[config.mk]
export PLATFORM = sky130hd
export DESIGN_NAME = uc_arbitro_transmissao
export DESIGN_NICKNAME = d
export VERILOG_FILES = /design/src/rtl/uc_arbitro_transmissao.sv
export SDC_FILE = /design/constraint.sdc
export NUM_CORES = 1
export LEC_CHECK = 0
export BUFFER_PORTS_ARGS = -buffer_cell sky130_fd_sc_hd__buf_4
export CAP_MARGIN = 15
export CORE_ASPECT_RATIO = 2
export CORE_MARGIN = 2
export CORE_UTILIZATION = 55
export CTS_CLUSTER_SIZE = 25
export DETAILED_ROUTE_END_ITERATION = 12
export PLACE_DENSITY = 0.76
export REMOVE_ABC_BUFFERS = 1
export SLEW_MARGIN = 20
export SYNTH_ARGS = -nofsm -noshare
export SYNTH_HDL_FRONTEND = slang
export SYNTH_SLANG_ARGS = --single-unit
export TNS_END_PERCENT = 10
[constraint.sdc]
create_clock -name clock -period 2.19 [get_ports clock]
set_input_delay 0.3285 -clock clock [delete_from_list [all_inputs] [get_ports clock]]
set_output_delay 0.3285 -clock clock [all_outputs]
set_load 0.005 [all_outputs]
[src/rtl/uc_arbitro_transmissao.sv]
// uc_arbitro_transmissao: round-robin arbiter granting the serial transmitter to the menu or game unit
// Ports: clock/reset (async, active-low); req_menu/dado_menu and req_jogo/dado_jogo are request
// pulses with their bytes; tx_fim is the transmitter's done pulse; tx_partida/tx_dado start the
// transmitter; fim_menu/fim_jogo acknowledge the served requester; ocupado, erro_timeout, db_estado report status.
module uc_arbitro_transmissao #(
  parameter int TIMEOUT = 1023
) (
  input  logic       clock,
  input  logic       reset,
  input  logic       req_menu,
  input  logic [7:0] dado_menu,
  input  logic       req_jogo,
  input  logic [7:0] dado_jogo,
  input  logic       tx_fim,
  output logic       tx_partida,
  output logic [7:0] tx_dado,
  output logic       fim_menu,
  output logic       fim_jogo,
  output logic       ocupado,
  output logic       erro_timeout,
  output logic [2:0] db_estado
);
  typedef enum logic [2:0] {
    OCIOSO  = 3'd0,
    PARTIDA = 3'd1,
    ESPERA  = 3'd2,
    FIM     = 3'd3,
    ABORTA  = 3'd4
  } estado_t;
  localparam logic [9:0] LIMITE = 10'(TIMEOUT);
  estado_t    estado_q;
  logic       pend_menu_q, pend_jogo_q;
  logic [7:0] cap_menu_q, cap_jogo_q;
  logic       grant_q, last_q;
  logic [9:0] cnt_q;
  logic       partida_q, fim_menu_q, fim_jogo_q, erro_q;
  logic       libera, set_menu, set_jogo;
  logic [9:0] cnt_d;
  // grant_q/last_q: 0 = menu, 1 = jogo
  assign libera   = (estado_q == FIM) || (estado_q == ABORTA);
  // a new request from the winner during its release cycle is accepted (set wins over clear)
  assign set_menu = req_menu && (!pend_menu_q || (libera && !grant_q));
  assign set_jogo = req_jogo && (!pend_jogo_q || (libera && grant_q));
  assign cnt_d    = cnt_q + 10'd1;
  always_ff @(posedge clock or negedge reset) begin
    if (!reset) begin
      estado_q    <= OCIOSO;
      pend_menu_q <= 1'b0;
      pend_jogo_q <= 1'b0;
      cap_menu_q  <= 8'h00;
      cap_jogo_q  <= 8'h00;
      grant_q     <= 1'b0;
      last_q      <= 1'b1;
      cnt_q       <= '0;
      partida_q   <= 1'b0;
      fim_menu_q  <= 1'b0;
      fim_jogo_q  <= 1'b0;
      erro_q      <= 1'b0;
    end else begin
      partida_q  <= 1'b0;
      fim_menu_q <= 1'b0;
      fim_jogo_q <= 1'b0;
      if (set_menu) begin
        pend_menu_q <= 1'b1;
        cap_menu_q  <= dado_menu;
      end else if (libera && !grant_q) pend_menu_q <= 1'b0;
      if (set_jogo) begin
        pend_jogo_q <= 1'b1;
        cap_jogo_q  <= dado_jogo;
      end else if (libera && grant_q) pend_jogo_q <= 1'b0;
      case (estado_q)
        OCIOSO:
          if (pend_menu_q || pend_jogo_q) begin
            // on a tie the requester not granted last wins
            grant_q   <= (pend_menu_q && pend_jogo_q) ? !last_q : pend_jogo_q;
            partida_q <= 1'b1;
            estado_q  <= PARTIDA;
          end
        PARTIDA: begin
          cnt_q    <= '0;
          estado_q <= ESPERA;
        end
        ESPERA:
          if (tx_fim) begin
            estado_q   <= FIM;
            fim_menu_q <= !grant_q;
            fim_jogo_q <= grant_q;
          end else if (cnt_d == LIMITE) begin
            estado_q   <= ABORTA;
            fim_menu_q <= !grant_q;
            fim_jogo_q <= grant_q;
            erro_q     <= 1'b1;
          end else cnt_q <= cnt_d;
        FIM, ABORTA: begin
          last_q   <= grant_q;
          estado_q <= OCIOSO;
        end
        default: estado_q <= OCIOSO;
      endcase
    end
  end
  assign tx_partida   = partida_q;
  assign fim_menu     = fim_menu_q;
  assign fim_jogo     = fim_jogo_q;
  assign erro_timeout = erro_q;
  assign ocupado      = estado_q != OCIOSO;
  assign db_estado    = estado_q;
  assign tx_dado      = (estado_q == OCIOSO) ? 8'h00 : (grant_q ? cap_jogo_q : cap_menu_q);
endmodule

==> flow_metrics.py <==
metrics = {
    "clock_tree": {
        "clkSinkCount": 37,
        "worst_setup_hold_path_clk_slew_ns": 0.07,
        "clk_root_buffer_cell": "sky130_fd_sc_hd__clkbuf_8",
        "number_of_levels_in_the_clock_h_tree": 2,
        "cts.repair_timing.setup_buffer_count": 0,
        "cts.path.max_buffers": 2,
        "resized_after_cts": 0,
        "number_of_buffers_created_by_cts": 5,
        "clk-insertion-delay-late_ns": 0.28,
        "cts-hold-fix-buffers": 0,
        "cts_tree": "yes",
    },
    "synth": {
        "synthTopCellsByArea": "sky130_fd_sc_hd__dfrtp_1 46%, sky130_fd_sc_hd__mux2_2 9.8%, sky130_fd_sc_hd__mux2i_1 5.6%, sky130_fd_sc_hd__nor2_1 3.3%, sky130_fd_sc_hd__o21ai_0 2.3%",
        "synthFlopType": "sky130_fd_sc_hd__dfrtp_1",
        "syn_area_um2": 1960,
        "muxShareOfSynthArea": 0.154,
        "synth_simple_gate_area_frac": 0.187,
        "synthAdderAreaFrac": 0.0128,
        "synthesis.instances": 177,
        "synthesized_area_fraction_occupied_by_ao_oa_aoi_and_oai_cells": 0.139,
        "synth_sequential_area_ratio": 0.473,
        "synth_enable_flop_cells": 0,
        "yosys.area.top_type_share": 0.459,
        "post_synth_xor_area_fraction": 0.00447,
        "synth_warnings": 0,
        "ys_async_sr_fraction": 1.00,
        "syn_avg_cell_area_um2": 11.1,
        "leading_area_contributor_after_synthesis": "sky130_fd_sc_hd__dfrtp_1",
        "post_synth_num_cell_types": 51,
        "synth_seq_cells": 37,
        "combinational_family_with_the_most_area_after_synthesis": "simple AND/OR/NAND/NOR gates",
    },
    "timing": {
        "timing_worst_slew_pin_value_ns": 0.552,
        "setup_repair_after_global_routing_missed_its_margin": "false",
        "finalMaxSlewViolations": 0,
        "setup_violations": 0,
        "fmax_ghz": 0.480,
        "clock-skew-final_ns": 0.00299,
        "timing.final.ws_setup_ns": 0.109,
        "finalWorstPathRequiredPeriod_ns": 2.08,
        "slew_headroom": 0.631,
        "finalHoldWorstSlack_ns": -0.0133,
        "post-route-period-util": 0.950,
        "hold_viol": 7,
        "final.setup.tns_ns": 0,
    },
    "final_layout": {
        "antenna_cells": 0,
        "util_after_layout": 0.695,
        "num-nets-final": 243,
        "layout-drive-gt1-share": 0.380,
        "growth_of_design_area_from_synthesis_to_finish_pct": 21.1,
    },
    "routing": {
        "count_of_tritonroute_iterations_in_the_first_routing_pass": 4,
        "drc_errors": 0,
        "wire_per_inst_um": 16.1,
        "detailroute.via_count": 1546,
        "viasPerCell": 5.75,
        "final_antenna_net_count": 0,
        "routed_wirelength_mm": 4.33,
        "drt_iter0_markers": 19,
    },
    "floorplanning": {
        "coreArea_um2": 3420,
        "rows": 30,
        "start_util": 0.574,
        "chip_height_um": 88.4,
        "pin_count": 37,
        "die_area_um2": 4090,
        "floorplan.die.width_um": 46.2,
    },
    "grt": {
        "grt_max_degree": 38,
        "first_global_vias": 1571,
        "grt_remaining_overflow": 0,
        "antenna_found_initial": 0,
        "grt_pass1_wl_mm": 7.03,
        "grt_usage": 0.241,
    },
    "min_path": {
        "type_of_the_most_critical_hold_path": "in2async",
    },
    "worst_setup_path": {
        "timing.critical_path.cells": "ha_1 -> or2b_2 -> a21oi_1 -> o21ai_4 -> o31ai_4 -> mux2i_1",
        "worst_setup_path_end_kind": "register",
        "critical_path_arrival_ns": 2.28,
        "worstPathRequired_ns": 2.39,
        "critPathMaxFanout": 7,
        "critical-path-max-stage-delay_ns": 0.48,
        "kind_of_critical_path": "reg2reg",
        "slowest_library_cell_on_the_worst_path": "sky130_fd_sc_hd__dfrtp_1",
        "startpoint_type": "register",
    },
    "run_status": {
        "failing_checks": "negative hold slack",
        "outcome": "complete, but fails checks",
    },
    "place": {
        "port_buffers": 36,
        "dpl.hpwl_mm": 3.28,
        "dpl_worst_slack_ns": 0.191,
        "place_congestion": 0.858,
    },
    "pwr": {
        "pwr_density_cell_nw_per_um2": 1180,
        "static-leakage-power_nw": 1.08,
        "design_power_total_mw": 2.81,
        "worst_ir_drop_on_vdd_uv": 783,
    },
    "run": {
        "max-cap-violations": 0,
    },
}
-- logic make-up (layout without fill, tap and decap cells) --
kind of cell,Yosys count,in the layout
AO/OA/AOI/OAI,35,35
XOR/XNOR,1,1
adder cells (fa/ha/maj),2,2
buffers and inverters,10,54
flip-flops,37,37
multiplexers,28,28
AND/OR/NAND/NOR,64,64
-- cells in the final DEF, fill, tap and decap left out, types with 3 or more instances in the layout --
cell type	count
sky130_fd_sc_hd__clkbuf_8	5
sky130_fd_sc_hd__buf_4	42
sky130_fd_sc_hd__mux2i_1	11
sky130_fd_sc_hd__nor3_1	3
sky130_fd_sc_hd__o21ai_0	9
sky130_fd_sc_hd__nand3_1	4
sky130_fd_sc_hd__a21oi_1	6
sky130_fd_sc_hd__mux2_2	17
sky130_fd_sc_hd__nor2_1	17
sky130_fd_sc_hd__nand2b_1	5
sky130_fd_sc_hd__dfrtp_1	36
sky130_fd_sc_hd__a22o_1	4
sky130_fd_sc_hd__inv_1	4
sky130_fd_sc_hd__nand2_1	12
-- power by group --
| group | internal, mW | total [mW] | switching (mW) | leakage [nW] |
|---|---|---|---|---|
| sequential | 0.921 | 1.10 | 0.180 | 0.461 |
| clock | 0.220 | 0.450 | 0.230 | 0.0450 |
| combinational | 0.670 | 1.26 | 0.590 | 0.578 |
| total | 1.81 | 2.81 | 0.999 | 1.08 |
-- worst max-delay path, delay by kind of cell, from the launching register on --
family                     cells  cell delay, ns
adders and majority gates      1            0.28
AOI/OAI and AO/OA              3            0.69
and+or+nand+nor                1            0.32
DFF                            1            0.48
muxes                          1            0.23
-- sequential cells by signal, summed over array words and instances, names as in the netlist --
| register | cells |
|---|---|
| cap_jogo_q | 8 |
| tx_partida | 1 |
| cnt_q | 10 |
| fim_menu | 1 |
| db_estado | 3 |
| grant_q | 1 |
| last_q | 1 |
| pend_jogo_q | 1 |
| fim_jogo | 1 |
| erro_timeout | 1 |
| pend_menu_q | 1 |
| cap_menu_q | 8 |
-- cell usage after synthesis (2+ instances only) --
cell type                   n
sky130_fd_sc_hd__nor4_2     2
sky130_fd_sc_hd__nor3_1     3
sky130_fd_sc_hd__mux2_2    17
sky130_fd_sc_hd__dfrtp_1   36
sky130_fd_sc_hd__o21ai_0    9
sky130_fd_sc_hd__nand2b_1   5
sky130_fd_sc_hd__nand3_1    4
sky130_fd_sc_hd__nand2_1   12
sky130_fd_sc_hd__nor2b_1    2
sky130_fd_sc_hd__clkbuf_8   2
sky130_fd_sc_hd__a31oi_1    2
sky130_fd_sc_hd__inv_1      4
sky130_fd_sc_hd__nor2_1    17
sky130_fd_sc_hd__mux2i_1   11
sky130_fd_sc_hd__nor3_2     2
sky130_fd_sc_hd__ha_1       2
sky130_fd_sc_hd__a21oi_1    6
sky130_fd_sc_hd__and3_2     2
sky130_fd_sc_hd__o2111a_1   2
sky130_fd_sc_hd__a22o_1     4
sky130_fd_sc_hd__clkbuf_1   3
-- per-layer routing --
layer / share of wire / up-vias / GRT usage
met1: 0.34 / 767 / 0.241
li1: - / 725 / -
met3: 0.033 / 12 / 0.0388
met4: 0.032 / 0 / 0.122
met5: 0 / - / 0
met2: 0.59 / 42 / 0.444
-- cell type report --
class	instances	area, um^2
Fill cell	274	1040
Multi-Input combinational cell	130	975
Sequential cell	37	927
Timing Repair Buffer	42	315
Clock buffer	6	72.6
Tap cell	48	60.1
Inverter	4	15.0
Clock inverter	2	10.0
-- worst paths after layout --
check / start / end / slack [ns] / cells past startpoint
worst min-delay path: reset / fim_menu$_DFF_PN0_ / -0.01 / 1
min in group clock: req_jogo / pend_jogo_q$_DFFE_PN0P_ / 0.25 / 2
worst max-delay path: cnt_q[0]$_DFFE_PN0P_ / cnt_q[0]$_DFFE_PN0P_ / 0.11 / 6
max in group asynchronous: reset / last_q$_DFFE_PN1P_ / 1.86 / 1
worst min register to register: erro_timeout$_DFFE_PN0P_ / erro_timeout$_DFFE_PN0P_ / 0.48 / 1
worst max register to register: cnt_q[0]$_DFFE_PN0P_ / cnt_q[0]$_DFFE_PN0P_ / 0.11 / 6
-- metrics by stage --
stage / instances / instance area (um^2) / hold slack, ns
2_1_floorplan: 171 / 1920 / 0.0329
3_3_place_gp: 261 / 2290 / 0.310
3_5_place_dp: 261 / 2290 / 0.320
4_1_cts: 269 / 2370 / 0.0112
5_1_grt: 269 / 2370 / 0.0300
6_report: 269 / 2370 / -0.0133
No activity file was read; power rests on OpenSTA's default activity.
